[config.mk]
export PLATFORM = sky130hd
export DESIGN_NAME = regfile_access_ctrl
export DESIGN_NICKNAME = d
export VERILOG_FILES = /design/src/rtl/regfile_access_ctrl.sv
export SDC_FILE = /design/constraint.sdc
export NUM_CORES = 1
export LEC_CHECK = 0
export CORE_UTILIZATION = 67
export DETAILED_ROUTE_END_ITERATION = 10
export DONT_BUFFER_PORTS = 1
export GPL_TIMING_DRIVEN = 0
export PLACE_DENSITY = 0.83
export SLEW_MARGIN = 20
export SYNTH_ARGS = -nofsm -noshare
export SYNTH_HDL_FRONTEND = slang
export SYNTH_SLANG_ARGS = --single-unit
[constraint.sdc]
create_clock -name clk -period 5.1 [get_ports clk]
set_input_delay 1.02 -clock clk [delete_from_list [all_inputs] [get_ports clk]]
set_output_delay 1.02 -clock clk [all_outputs]
set_load 0.005 [all_outputs]
[src/rtl/regfile_access_ctrl.sv]
// Register file write-port/read-port-1 owner: post-reset clear, writeback pass-through, debug access.
// Optional: define REGFILE_SP_INIT_EN to load SP_INIT into x2 during the clear.
module regfile_access_ctrl #(
  parameter int                    DATA_WIDTH = 32,
  parameter logic [DATA_WIDTH-1:0] SP_INIT    = DATA_WIDTH'(32'h0001_FFFC)
) (
  input  logic                  clk,
  input  logic                  rst,
  input  logic                  wb_we,
  input  logic [4:0]            wb_addr,
  input  logic [DATA_WIDTH-1:0] wb_data,
  input  logic [4:0]            pipe_ad1,
  input  logic                  dbg_req,
  input  logic                  dbg_we,
  input  logic [4:0]            dbg_addr,
  input  logic [DATA_WIDTH-1:0] dbg_wdata,
  output logic                  dbg_ack,
  output logic [DATA_WIDTH-1:0] dbg_rdata,
  output logic                  rf_we3,
  output logic [4:0]            rf_ad3,
  output logic [DATA_WIDTH-1:0] rf_wd3,
  output logic [4:0]            rf_ad1,
  input  logic [DATA_WIDTH-1:0] rf_rd1,
  output logic                  stall,
  output logic                  clear_done
);

`ifdef REGFILE_SP_INIT_EN
  localparam bit SP_INIT_EN = 1'b1;
`else
  localparam bit SP_INIT_EN = 1'b0;
`endif

  typedef enum logic [2:0] {CLEAR, IDLE, DRAIN, ACCESS, ACK} state_t;

  state_t                state_q, state_d;
  logic [4:0]            clr_cnt_q, clr_cnt_d;
  logic                  dbg_ack_q, dbg_ack_d;
  logic [DATA_WIDTH-1:0] dbg_rdata_q, dbg_rdata_d;
  logic                  clear_done_q, clear_done_d;
  logic                  dbg_we_q, dbg_we_d;
  logic [4:0]            dbg_addr_q, dbg_addr_d;
  logic [DATA_WIDTH-1:0] dbg_wdata_q, dbg_wdata_d;

  // Request fields are captured on acceptance so a dropped dbg_req still completes cleanly.
  always_comb begin
    state_d      = state_q;
    clr_cnt_d    = clr_cnt_q;
    dbg_ack_d    = 1'b0;
    dbg_rdata_d  = dbg_rdata_q;
    clear_done_d = clear_done_q;
    dbg_we_d     = dbg_we_q;
    dbg_addr_d   = dbg_addr_q;
    dbg_wdata_d  = dbg_wdata_q;
    case (state_q)
      CLEAR: begin
        if (clr_cnt_q == 5'd31) begin
          state_d      = IDLE;
          clear_done_d = 1'b1;
        end else begin
          clr_cnt_d = clr_cnt_q + 5'd1;
        end
      end
      IDLE: begin
        if (dbg_req) begin
          state_d     = DRAIN;
          dbg_we_d    = dbg_we;
          dbg_addr_d  = dbg_addr;
          dbg_wdata_d = dbg_wdata;
        end
      end
      DRAIN:  state_d = ACCESS;
      ACCESS: begin
        state_d     = ACK;
        dbg_ack_d   = 1'b1;
        dbg_rdata_d = rf_rd1;
      end
      ACK:     state_d = IDLE;
      default: state_d = CLEAR;
    endcase
  end

  always_ff @(posedge clk or posedge rst) begin
    if (rst) begin
      state_q      <= CLEAR;
      clr_cnt_q    <= 5'd1;
      dbg_ack_q    <= 1'b0;
      dbg_rdata_q  <= '0;
      clear_done_q <= 1'b0;
      dbg_we_q     <= 1'b0;
      dbg_addr_q   <= '0;
      dbg_wdata_q  <= '0;
    end else begin
      state_q      <= state_d;
      clr_cnt_q    <= clr_cnt_d;
      dbg_ack_q    <= dbg_ack_d;
      dbg_rdata_q  <= dbg_rdata_d;
      clear_done_q <= clear_done_d;
      dbg_we_q     <= dbg_we_d;
      dbg_addr_q   <= dbg_addr_d;
      dbg_wdata_q  <= dbg_wdata_d;
    end
  end

  always_comb begin
    rf_we3 = 1'b0;
    rf_ad3 = wb_addr;
    rf_wd3 = wb_data;
    rf_ad1 = pipe_ad1;
    stall  = 1'b1;
    case (state_q)
      CLEAR: begin
        rf_we3 = 1'b1;
        rf_ad3 = clr_cnt_q;
        rf_wd3 = (SP_INIT_EN && clr_cnt_q == 5'd2) ? SP_INIT : '0;
      end
      IDLE: begin
        rf_we3 = wb_we;
        stall  = 1'b0;
      end
      DRAIN: rf_we3 = wb_we;
      ACCESS: begin
        rf_we3 = dbg_we_q;
        rf_ad3 = dbg_addr_q;
        rf_wd3 = dbg_wdata_q;
        rf_ad1 = dbg_addr_q;
      end
      default: rf_we3 = 1'b0;
    endcase
  end

  assign dbg_ack    = dbg_ack_q;
  assign dbg_rdata  = dbg_rdata_q;
  assign clear_done = clear_done_q;

endmodule
==> run_results.csv, run 1 <==
group,metric,value,unit
route,drc,0,
critical_path,reg2reg_slack,3.22,ns
route,dr.pass1.iters,4,
sta,tns,0,ns
grt,grt_pass1_vias,2166,
critical_path,end_kind,"output pin",
synth,yosysUniqueCellTypes,35,
power,p_per_area,665,nW/um^2
critical_path,crit_path_start_kind,"flip-flop",
sta,whs,0.490,ns
placed_design,gp_congestion,0.804,
sta,rsz0062_at_grt,"false",
route,wirelength,8140,um
sta,relSlewSlack,0.652,
synth,synth_fp_nets,379,
sta,final.min_clock_period,3.07,ns
sta,worst_slew_pin_slew,0.523,ns
floorplanning,io_pins,194,
synth,synth_commonest_cells,"79 x dfrtp_1, 54 x mux2_2, 32 x a22o_1",
clock_network,hold_buffers,0,
critical_path,rr_worst_depth,5,
hold_path,min_to,"dbg_wdata_q[11]",
synth,syn_area,3650,um^2
final_layout,drive_gt1_frac,0.330,
placed_design,hpwl,5960,um
route,ant_nets,0,
hold_path,min-delay-start,"dbg_wdata_q[11]",
route,vias,2318,
floorplanning,dieArea,5750,um^2
synth,ys.flop_type,"dfrtp_1",
final_layout,n_fill_cell,316,
sta,hold_viol_final,0,
run_status,status,"complete, no violations",
critical_path,cp.arrival,2.05,ns
placed_design,io_buffers,0,
sta,fin_crit_sh,0.601,
synth,yosys_warnings,0,
sta,setup_viol,0,
final_layout,regArea,2000,um^2
critical_path,path_max_fanout,10,
grt,antenna_found_initial,0,
clock_network,cts_tree,"done",
floorplanning,die-width,75.8,um
synth,ys_ff_latch,80,
floorplanning,core_area,5170,um^2
power,power.total,2.66,mW
grt,globalRouteOverflowTotal,0,
sta,fmax,326,MHz
critical_path,crit_type,"reg2out",
synth,yosysMostFrequentCell,"dfrtp_1",
critical_path,r2r-start,"clr_cnt_q[1]",
clock_network,clk_latency,0.34,ns
hold_path,holdPathStages,1,
clock_network,post_cts_buffers,0,
final_layout,multi_input_area,1490,um^2
sta,fin_skew,0.00601,ns
final_layout,antennaDiodeCount,0,
synth,synthCells,261,
route,routedWlPerCell,23.5,um
synth,synth_top_area_share,0.541,
critical_path,crit_start,"state_q[1]",
floorplanning,fp.dieH,75.8,um
grt,grt.total_usage,0.268,
power,p_leak,1.73,nW
clock_network,clock-root-buffer,"clkbuf_8",
final_layout,synthToLayoutAreaGrowth,9.32,%
synth,avgSynthCellArea,14.0,um^2
grt,grt_pass1_wl,10900,um
final_layout,fin_nets,391,
final_layout,fin_util,0.772,
grt,grt_max_degree,48,
critical_path,crit_required,4.08,ns
critical_path,reg2reg_to,"clr_cnt_q[4]",
synth,async_flop_share,1.00,
sta,fin_ws,2.03,ns
floorplanning,fp-row-count,26,
clock_network,clock_path_buffers,2,
floorplanning,start_util,0.706,
synth,synth-edff-count,0,
hold_path,hold_class,"reg2reg",
clock_network,clk_pin_slew,0.08,ns
clock_network,clock-sinks,80,
route,detailedRoute.firstIterationViolations,76,
placed_design,dp_slack,2.44,ns
synth,yosysTopAreaCell,"dfrtp_1",
clock_network,h-tree-depth,3,
power,ir_drop,0.000383,V
clock_network,cts_resized,0,
route,via_per_inst,6.70,
clock_network,cts_buffers,9,
job,drv_cap,0,
synth,synthTopCellsByArea,"dfrtp_1 54%, mux2_2 17%, a22o_1 7.7%",
sta,report.final.slew_viol_count,0,
synth,synth-seq-area-share,0.548,
-- area by class of cell --
class,count,share of cell area
clock inverters,4,0.0238
well taps,70,0.0219
plain buffers,20,0.0335
clock buffers,10,0.0320
flip-flops and latches,80,0.502
inverters,7,0.00721
multi-input cells,154,0.373
repair buffers,1,0.00689
-- routing by layer --
metal	vias to the layer above	routed length, um	GRT usage
met5	-	0	0
met4	0	103	0.132
met3	12	700	0.0728
met2	131	4170	0.445
met1	1181	3170	0.325
li1	994	-	-
-- how the worst max path moves through the flow --
stage | end | slack, ns | cells after the start
floorplan | clear_done | 2.03 | 1
global placement | dbg_wdata_q[4] | 1.28 | 1
detailed placement | rf_ad1[3] | 2.44 | 5
CTS | rf_ad1[3] | 2.05 | 5
global route | rf_ad1[3] | 1.93 | 5
finish | rf_wd3[31] | 2.03 | 5
-- kinds of logic after synthesis --
group / share of synthesized area
flops: 0.548
simple gates: 0.0346
mux: 0.240
compound gates: 0.119
fa+ha+maj: 0.00685
buf+inv: 0.0439
xor+xnor: 0.00720
-- cells in the final DEF, fill, tap and decap left out, types with 2 or more instances in the layout --
master / n
clkbuf_1: 5
dfrtp_1: 79
a221oi_1: 5
buf_4: 5
mux2_2: 54
nor2_1: 3
buf_8: 2
o22ai_1: 5
mux2_1: 23
inv_1: 6
nand2b_1: 4
buf_2: 8
a22o_1: 32
xnor2_1: 2
ha_1: 2
o32ai_1: 5
clkbuf_8: 9
nand2_1: 2
or2_2: 2
bufinv_16: 3
-- power breakdown --
group          total, mW  internal, mW  switching [mW]
sequential          1.20         0.961           0.237
clock              0.528         0.319           0.209
combinational      0.930         0.489           0.440
total               2.66          1.77           0.886
-- worst max-delay path, stage by stage (launching register included) --
cell	delay [ns]
dfrtp_1	0.34
buf_2	0.24
nand2b_1	0.15
nand3b_1	0.26
clkbuf_1	0.46
a22o_1	0.25
-- flip-flops by register name, summed over array words and instances (netlist names) --
signal / count
dbg_rdata: 32
dbg_wdata_q: 32
clr_cnt_q: 5
dbg_addr_q: 5
state_q: 3
clear_done: 1
dbg_ack: 1
dbg_we_q: 1
-- stage by stage --
stage               std cells  instance area [um^2]
floorplan                 261                  3650
global placement          331                  3740
detailed placement        332                  3770
CTS                       346                  3990
global route              346                  3990
finish                    346                  3990
Power figures use the tool's default switching activity.
==> run 2, diff against run 1 <==
--- a/config.mk
+++ b/config.mk
@@ -5,11 +5,12 @@
 export SDC_FILE = /design/constraint.sdc
 export NUM_CORES = 1
 export LEC_CHECK = 0
-export CORE_UTILIZATION = 67
+export ABC_AREA = 1
+export CORE_UTILIZATION = 63
 export DETAILED_ROUTE_END_ITERATION = 10
 export DONT_BUFFER_PORTS = 1
 export GPL_TIMING_DRIVEN = 0
-export PLACE_DENSITY = 0.83
+export PLACE_DENSITY = 0.79
 export SLEW_MARGIN = 20
 export SYNTH_ARGS = -nofsm -noshare
 export SYNTH_HDL_FRONTEND = slang
==> constraint.sdc (replaced) <==
create_clock -name clk -period 2.9 [get_ports clk]
set_input_delay 0.58 -clock clk [delete_from_list [all_inputs] [get_ports clk]]
set_output_delay 0.58 -clock clk [all_outputs]
set_load 0.005 [all_outputs]
==> run 2 against run 1 <==
Effect of this change: critical path type unchanged; combinational power rose by 98%; global-route usage grew 5.7 points; largest power group unchanged; sequential power increased by 68%.
==> run_results.csv, run 2 <==
group,metric,value,unit
run_status,status,"complete, no violations",
route,vias,3456,
synth,synth-simple-area-share,0.411,
grt,grt.total_usage,0.326,
floorplanning,core_area,5890,um^2
final_layout,drive_gt1_frac,0.0729,
route,drc,0,
synth,yosysMostFrequentCell,"nand2_1",
grt,grt_pass1_vias,3067,
floorplanning,fp.dieH,79.9,um
synth,yosysUniqueCellTypes,21,
grt,antenna_found_initial,0,
clock_network,clk_latency,0.35,ns
sta,fin_ws,0.298,ns
placed_design,dpl_cell_area,3950,um^2
critical_path,crit_buf_inv,1,
clock_network,post_cts_buffers,0,
synth,ys_ff_latch,80,
critical_path,r2r-start,"state_q[1]",
critical_path,worst_path_most_repeated_cell,"nand2_1",
hold_path,hold_class,"in2async",
sta,fmax,384,MHz
synth,synth_xor_area_frac,0.00229,
final_layout,final_common_cell,"nand2_1",
critical_path,cp_slowest_stage_delay,0.47,ns
critical_path,reg2reg_to,"dbg_rdata[14]",
critical_path,crit_type,"reg2out",
route,wirelength,10400,um
synth,synth_compound_area_frac,0.00720,
final_layout,fin_cells,596,
job,drv_cap,0,
critical_path,crit_slowest_cell,"clkbuf_1",
synth,synth-seq-area-share,0.524,
route,dr.pass1.iters,5,
floorplanning,dieArea,6380,um^2
synth,avgSynthCellArea,7.59,um^2
sta,fin_crit_sh,0.897,
power,p_leak,2.27,nW
synth,synth.area.mux_share,0,
clock_network,cts_tree,"done",
placed_design,hpwl,7620,um
synth,synthTopCellsByArea,"dfrtp_1 52%, nand2_1 27%, nand3_1 6.5%",
synth,synthCells,504,
synth,synth_top_area_share,0.517,
floorplanning,die-width,79.9,um
final_layout,fin_nets,634,
synth,yosys_warnings,0,
final_layout,antennaDiodeCount,0,
synth,syn_area,3820,um^2
clock_network,clock_path_buffers,2,
final_layout,fin_util,0.707,
final_layout,synthToLayoutAreaGrowth,8.77,%
power,ir_drop,0.000558,V
synth,synth-edff-count,0,
route,routedWlPerCell,17.4,um
synth,synth_commonest_cells,"272 x nand2_1, 79 x dfrtp_1, 50 x nand3_1",
clock_network,hold_buffers,0,
final_layout,most-common-layout-cells,"272 x nand2_1, 79 x dfrtp_1, 50 x nand3_1, 39 x nand4_1, 20 x clkbuf_1",
synth,synth_fp_nets,622,
critical_path,rr_worst_depth,5,
sta,hold_viol_final,0,
critical_path,critical_path.top_delay_family,"simple AND/OR/NAND/NOR gates",
critical_path,crit_path_start_kind,"flip-flop",
clock_network,clock-root-buffer,"clkbuf_8",
clock_network,clock-sinks,80,
synth,synth_top_family_by_area,"simple AND/OR/NAND/NOR gates",
placed_design,io_buffers,0,
floorplanning,start_util,0.650,
synth,synthAdderAreaFrac,0.00654,
clock_network,cts_resized,0,
sta,rsz0062_at_grt,"false",
route,detailedRoute.firstIterationViolations,243,
critical_path,reg2reg_slack,1.19,ns
placed_design,gp_congestion,0.819,
final_layout,fin_area,4160,um^2
route,met1_length,4200,um
route,top_layer,"met4",
grt,grt_max_degree,53,
grt,globalRouteOverflowTotal,0,
critical_path,crit_required,2.32,ns
grt,grt_pass1_wl,15300,um
sta,report.final.slew_viol_count,0,
synth,ys.flop_type,"dfrtp_1",
critical_path,cp.arrival,2.02,ns
sta,setup_viol,0,
sta,final.min_clock_period,2.60,ns
floorplanning,fp-row-count,28,
route,via_per_inst,5.80,
clock_network,clk_pin_slew,0.07,ns
placed_design,dp.cells,580,
route,dr_wl_met3,937,um
clock_network,h-tree-depth,3,
floorplanning,io_pins,194,
sta,worst_slew_pin_slew,0.602,ns
sta,relSlewSlack,0.599,
critical_path,end_kind,"output pin",
sta,fin_skew,0.0117,ns
clock_network,cts_buffers,9,
route,ant_nets,0,
route,detailroute.wirelength.met2,5050,um
synth,yosysTopAreaCell,"dfrtp_1",
critical_path,path_max_fanout,10,
synth,async_flop_share,1.00,
power,p_per_area,1140,nW/um^2
placed_design,dp_slack,0.659,ns
critical_path,path_cells,"nand2_1 > nor2_1 > clkbuf_1 > nand2_1 > nand2_1",
run 2: area by class of cell:
type / instances / area, um^2
sequential: 80 / 2000
tap: 75 / 93.8
clock inverter: 6 / 83.8
inverter: 8 / 32.5
multi-input combinational: 380 / 1630
clock buffer: 10 / 128
buffer: 36 / 158
fill: 481 / 1730
timing repair buffer: 1 / 27.5
run 2: routing by layer:
metal,track usage,vias to the layer above
li1,-,1643
met1,0.380,1616
met2,0.544,182
met3,0.103,15
met4,0.154,0
met5,0,-
run 2: worst max-delay path by stage:
stage | startpoint | endpoint | cells past startpoint
floorplan | rst | clear_done | 1
global route | state_q[0] | rf_wd3[17] | 5
CTS | state_q[1] | rf_wd3[17] | 5
finish | state_q[1] | rf_wd3[24] | 5
global placement | rst | dbg_wdata_q[8] | 1
detailed placement | state_q[0] | rf_wd3[17] | 5
run 2: where the power goes:
group,switching (mW),internal [mW]
sequential,0.376,1.64
combinational,1.29,0.559
clock,0.402,0.482
total,2.06,2.69
run 2: cells by family after synthesis:
group           after synthesis
simple gates                372
flops                        80
buf+inv                      44
compound gates                5
fa+ha+maj                     2
xor+xnor                      1
run 2: stage by stage:
stage / TNS, ns / total power, mW / hold slack, ns
after floorplan: 0 / 3.33 / 0.437
after global placement: -40.78 / 3.76 / 0.448
after detailed placement: 0 / 3.87 / 0.455
after CTS: 0 / 4.76 / 0.0927
after global routing: 0 / 5.14 / 0.0931
final: 0 / 4.75 / 0.0911
==> run 3, diff against run 2 <==
--- a/config.mk
+++ b/config.mk
@@ -6,10 +6,12 @@
 export NUM_CORES = 1
 export LEC_CHECK = 0
 export ABC_AREA = 1
+export CORE_ASPECT_RATIO = 0.9
 export CORE_UTILIZATION = 63
 export DETAILED_ROUTE_END_ITERATION = 10
 export DONT_BUFFER_PORTS = 1
 export GPL_TIMING_DRIVEN = 0
+export MAX_ROUTING_LAYER = met4
 export PLACE_DENSITY = 0.79
 export SLEW_MARGIN = 20
 export SYNTH_ARGS = -nofsm -noshare
==> run 3 against run 2 <==
Effect of this change: the flow now finishes with violations (design-rule violations); routed wire length decreased by 2.0%; sequential power barely moved; die area about the same; clock skew fell by 0.0016 ns; via count up 0.93%; worst hold slack better by 0.020 ns; clock power fell by 7.6%; fmax increased by 2.7%.
==> run_results.csv, run 3 (synthesized netlist as in run 2, its figures left out) <==
group,metric,value,unit
run_status,status,"complete, but fails checks",
run_status,violations,"design-rule violations",
route,dr_wl_met3,971,um
grt,antenna_found_initial,0,
clock_network,hold_buffers,0,
critical_path,crit_required,2.32,ns
job,drv_cap,0,
floorplanning,fp-row-count,26,
clock_network,clock-root-buffer,"clkbuf_8",
clock_network,post_cts_buffers,0,
floorplanning,dieArea,6390,um^2
floorplanning,fp.dieH,75.9,um
power,p_leak,2.26,nW
route,wirelength,10200,um
clock_network,clk_latency,0.35,ns
route,detailroute.wirelength.met2,5010,um
final_layout,fin_nets,634,
route,dr.pass1.iters,9,
critical_path,cp_slowest_stage_delay,0.48,ns
floorplanning,core_area,5760,um^2
clock_network,h-tree-depth,3,
final_layout,final_common_cell,"nand2_1",
final_layout,drive_gt1_frac,0.0729,
route,detailedRoute.firstIterationViolations,229,
clock_network,cts_buffers,9,
critical_path,worst_path_most_repeated_cell,"nand2_1",
route,ant_nets,0,
placed_design,gp_congestion,0.867,
final_layout,most-common-layout-cells,"272 x nand2_1, 79 x dfrtp_1, 50 x nand3_1, 39 x nand4_1, 20 x clkbuf_1",
grt,globalRouteOverflowTotal,0,
floorplanning,die-width,84.1,um
sta,report.final.slew_viol_count,0,
critical_path,path_cells,"nand2_1 > nor2_1 > clkbuf_1 > nand2_1 > nand2_1",
placed_design,hpwl,7620,um
route,drc,26,
critical_path,end_kind,"output pin",
route,met1_length,3970,um
clock_network,clock_path_buffers,2,
floorplanning,start_util,0.664,
sta,fin_skew,0.0101,ns
clock_network,clk_pin_slew,0.08,ns
hold_path,hold_class,"in2async",
critical_path,path_max_fanout,10,
clock_network,cts_tree,"done",
final_layout,antennaDiodeCount,0,
sta,tns,0,ns
route,top_layer,"met4",
sta,setup_viol,0,
grt,grt.total_usage,0.344,
placed_design,io_buffers,0,
sta,relSlewSlack,0.607,
floorplanning,io_pins,194,
final_layout,n_fill_cell,492,
route,vias,3488,
clock_network,cts_resized,0,
critical_path,crit_type,"reg2out",
grt,grt_pass1_vias,3448,
placed_design,dp.cells,575,
sta,fmax,395,MHz
route,via_per_inst,5.90,
critical_path,crit_slowest_cell,"clkbuf_1",
sta,final.min_clock_period,2.53,ns
critical_path,cp.arrival,1.95,ns
sta,worst_slew_pin_slew,0.590,ns
grt,grt_max_degree,46,
final_layout,fin_cells,591,
power,ir_drop,0.000661,V
sta,rsz0062_at_grt,"false",
clock_network,clock-sinks,80,
power,p_per_area,1130,nW/um^2
final_layout,synthToLayoutAreaGrowth,8.15,%
sta,hold_viol_final,0,
grt,grt_pass1_wl,16600,um
critical_path,crit_path_start_kind,"flip-flop",
route,routedWlPerCell,17.2,um
sta,fin_crit_sh,0.873,
==> run 3: layout make-up <==
| type | count | area (um^2) | share of cell area |
|---|---|---|---|
| repair buffers | 1 | 27.5 | 0.00666 |
| inverters | 8 | 32.5 | 0.00787 |
| plain buffers | 36 | 158 | 0.0381 |
| well taps | 70 | 87.6 | 0.0212 |
| flip-flops and latches | 80 | 2000 | 0.484 |
| clock buffers | 10 | 128 | 0.0309 |
| multi-input cells | 380 | 1630 | 0.395 |
| clock inverters | 6 | 66.3 | 0.0160 |
==> run 3: final timing paths <==
| path | end | slack, ns | cells after the start | from |
|---|---|---|---|---|
| min | clr_cnt_q[3] | 0.11 | 1 | rst |
| max in group asynchronous | dbg_wdata_q[12] | 2.20 | 2 | rst |
| max reg2reg | clr_cnt_q[2] | 1.19 | 7 | clr_cnt_q[1] |
| min reg2reg | dbg_wdata_q[7] | 0.47 | 2 | dbg_wdata_q[7] |
| min in group clk | dbg_rdata[18] | 0.34 | 2 | rf_rd1[18] |
| max | rf_wd3[30] | 0.37 | 5 | state_q[0] |
==> run 3: stage by stage <==
step	setup slack [ns]	power, mW	utilization	instance area, um^2	hold WS [ns]
2_1_floorplan	0.270	3.33	-	3820	0.437
3_3_place_gp	-0.533	3.75	0.679	3910	0.451
3_5_place_dp	0.704	3.86	0.684	3940	0.459
4_1_cts	0.324	4.67	0.718	4140	0.114
5_1_grt	0.151	5.06	0.718	4140	0.137
6_report	0.367	4.66	0.718	4140	0.112
==> run 3: critical path, delay by kind of cell, from the launching register on <==
kind                   cells  cell delay (ns)
buffers and inverters      1             0.48
flip-flops                 1             0.39
AND/OR/NAND/NOR            4             0.75
==> run 3: power breakdown <==
group | switching (mW) | internal (mW) | leakage (nW)
Sequential | 0.363 | 1.64 | 0.995
Clock | 0.414 | 0.403 | 0.101
Combinational | 1.28 | 0.559 | 1.17
Total | 2.05 | 2.61 | 2.26
==> run 3: per-layer routing <==
metal	vias up	track usage
met5	-	-
met4	0	0.116
met3	30	0.0980
met2	188	0.565
met1	1625	0.411
li1	1645	-
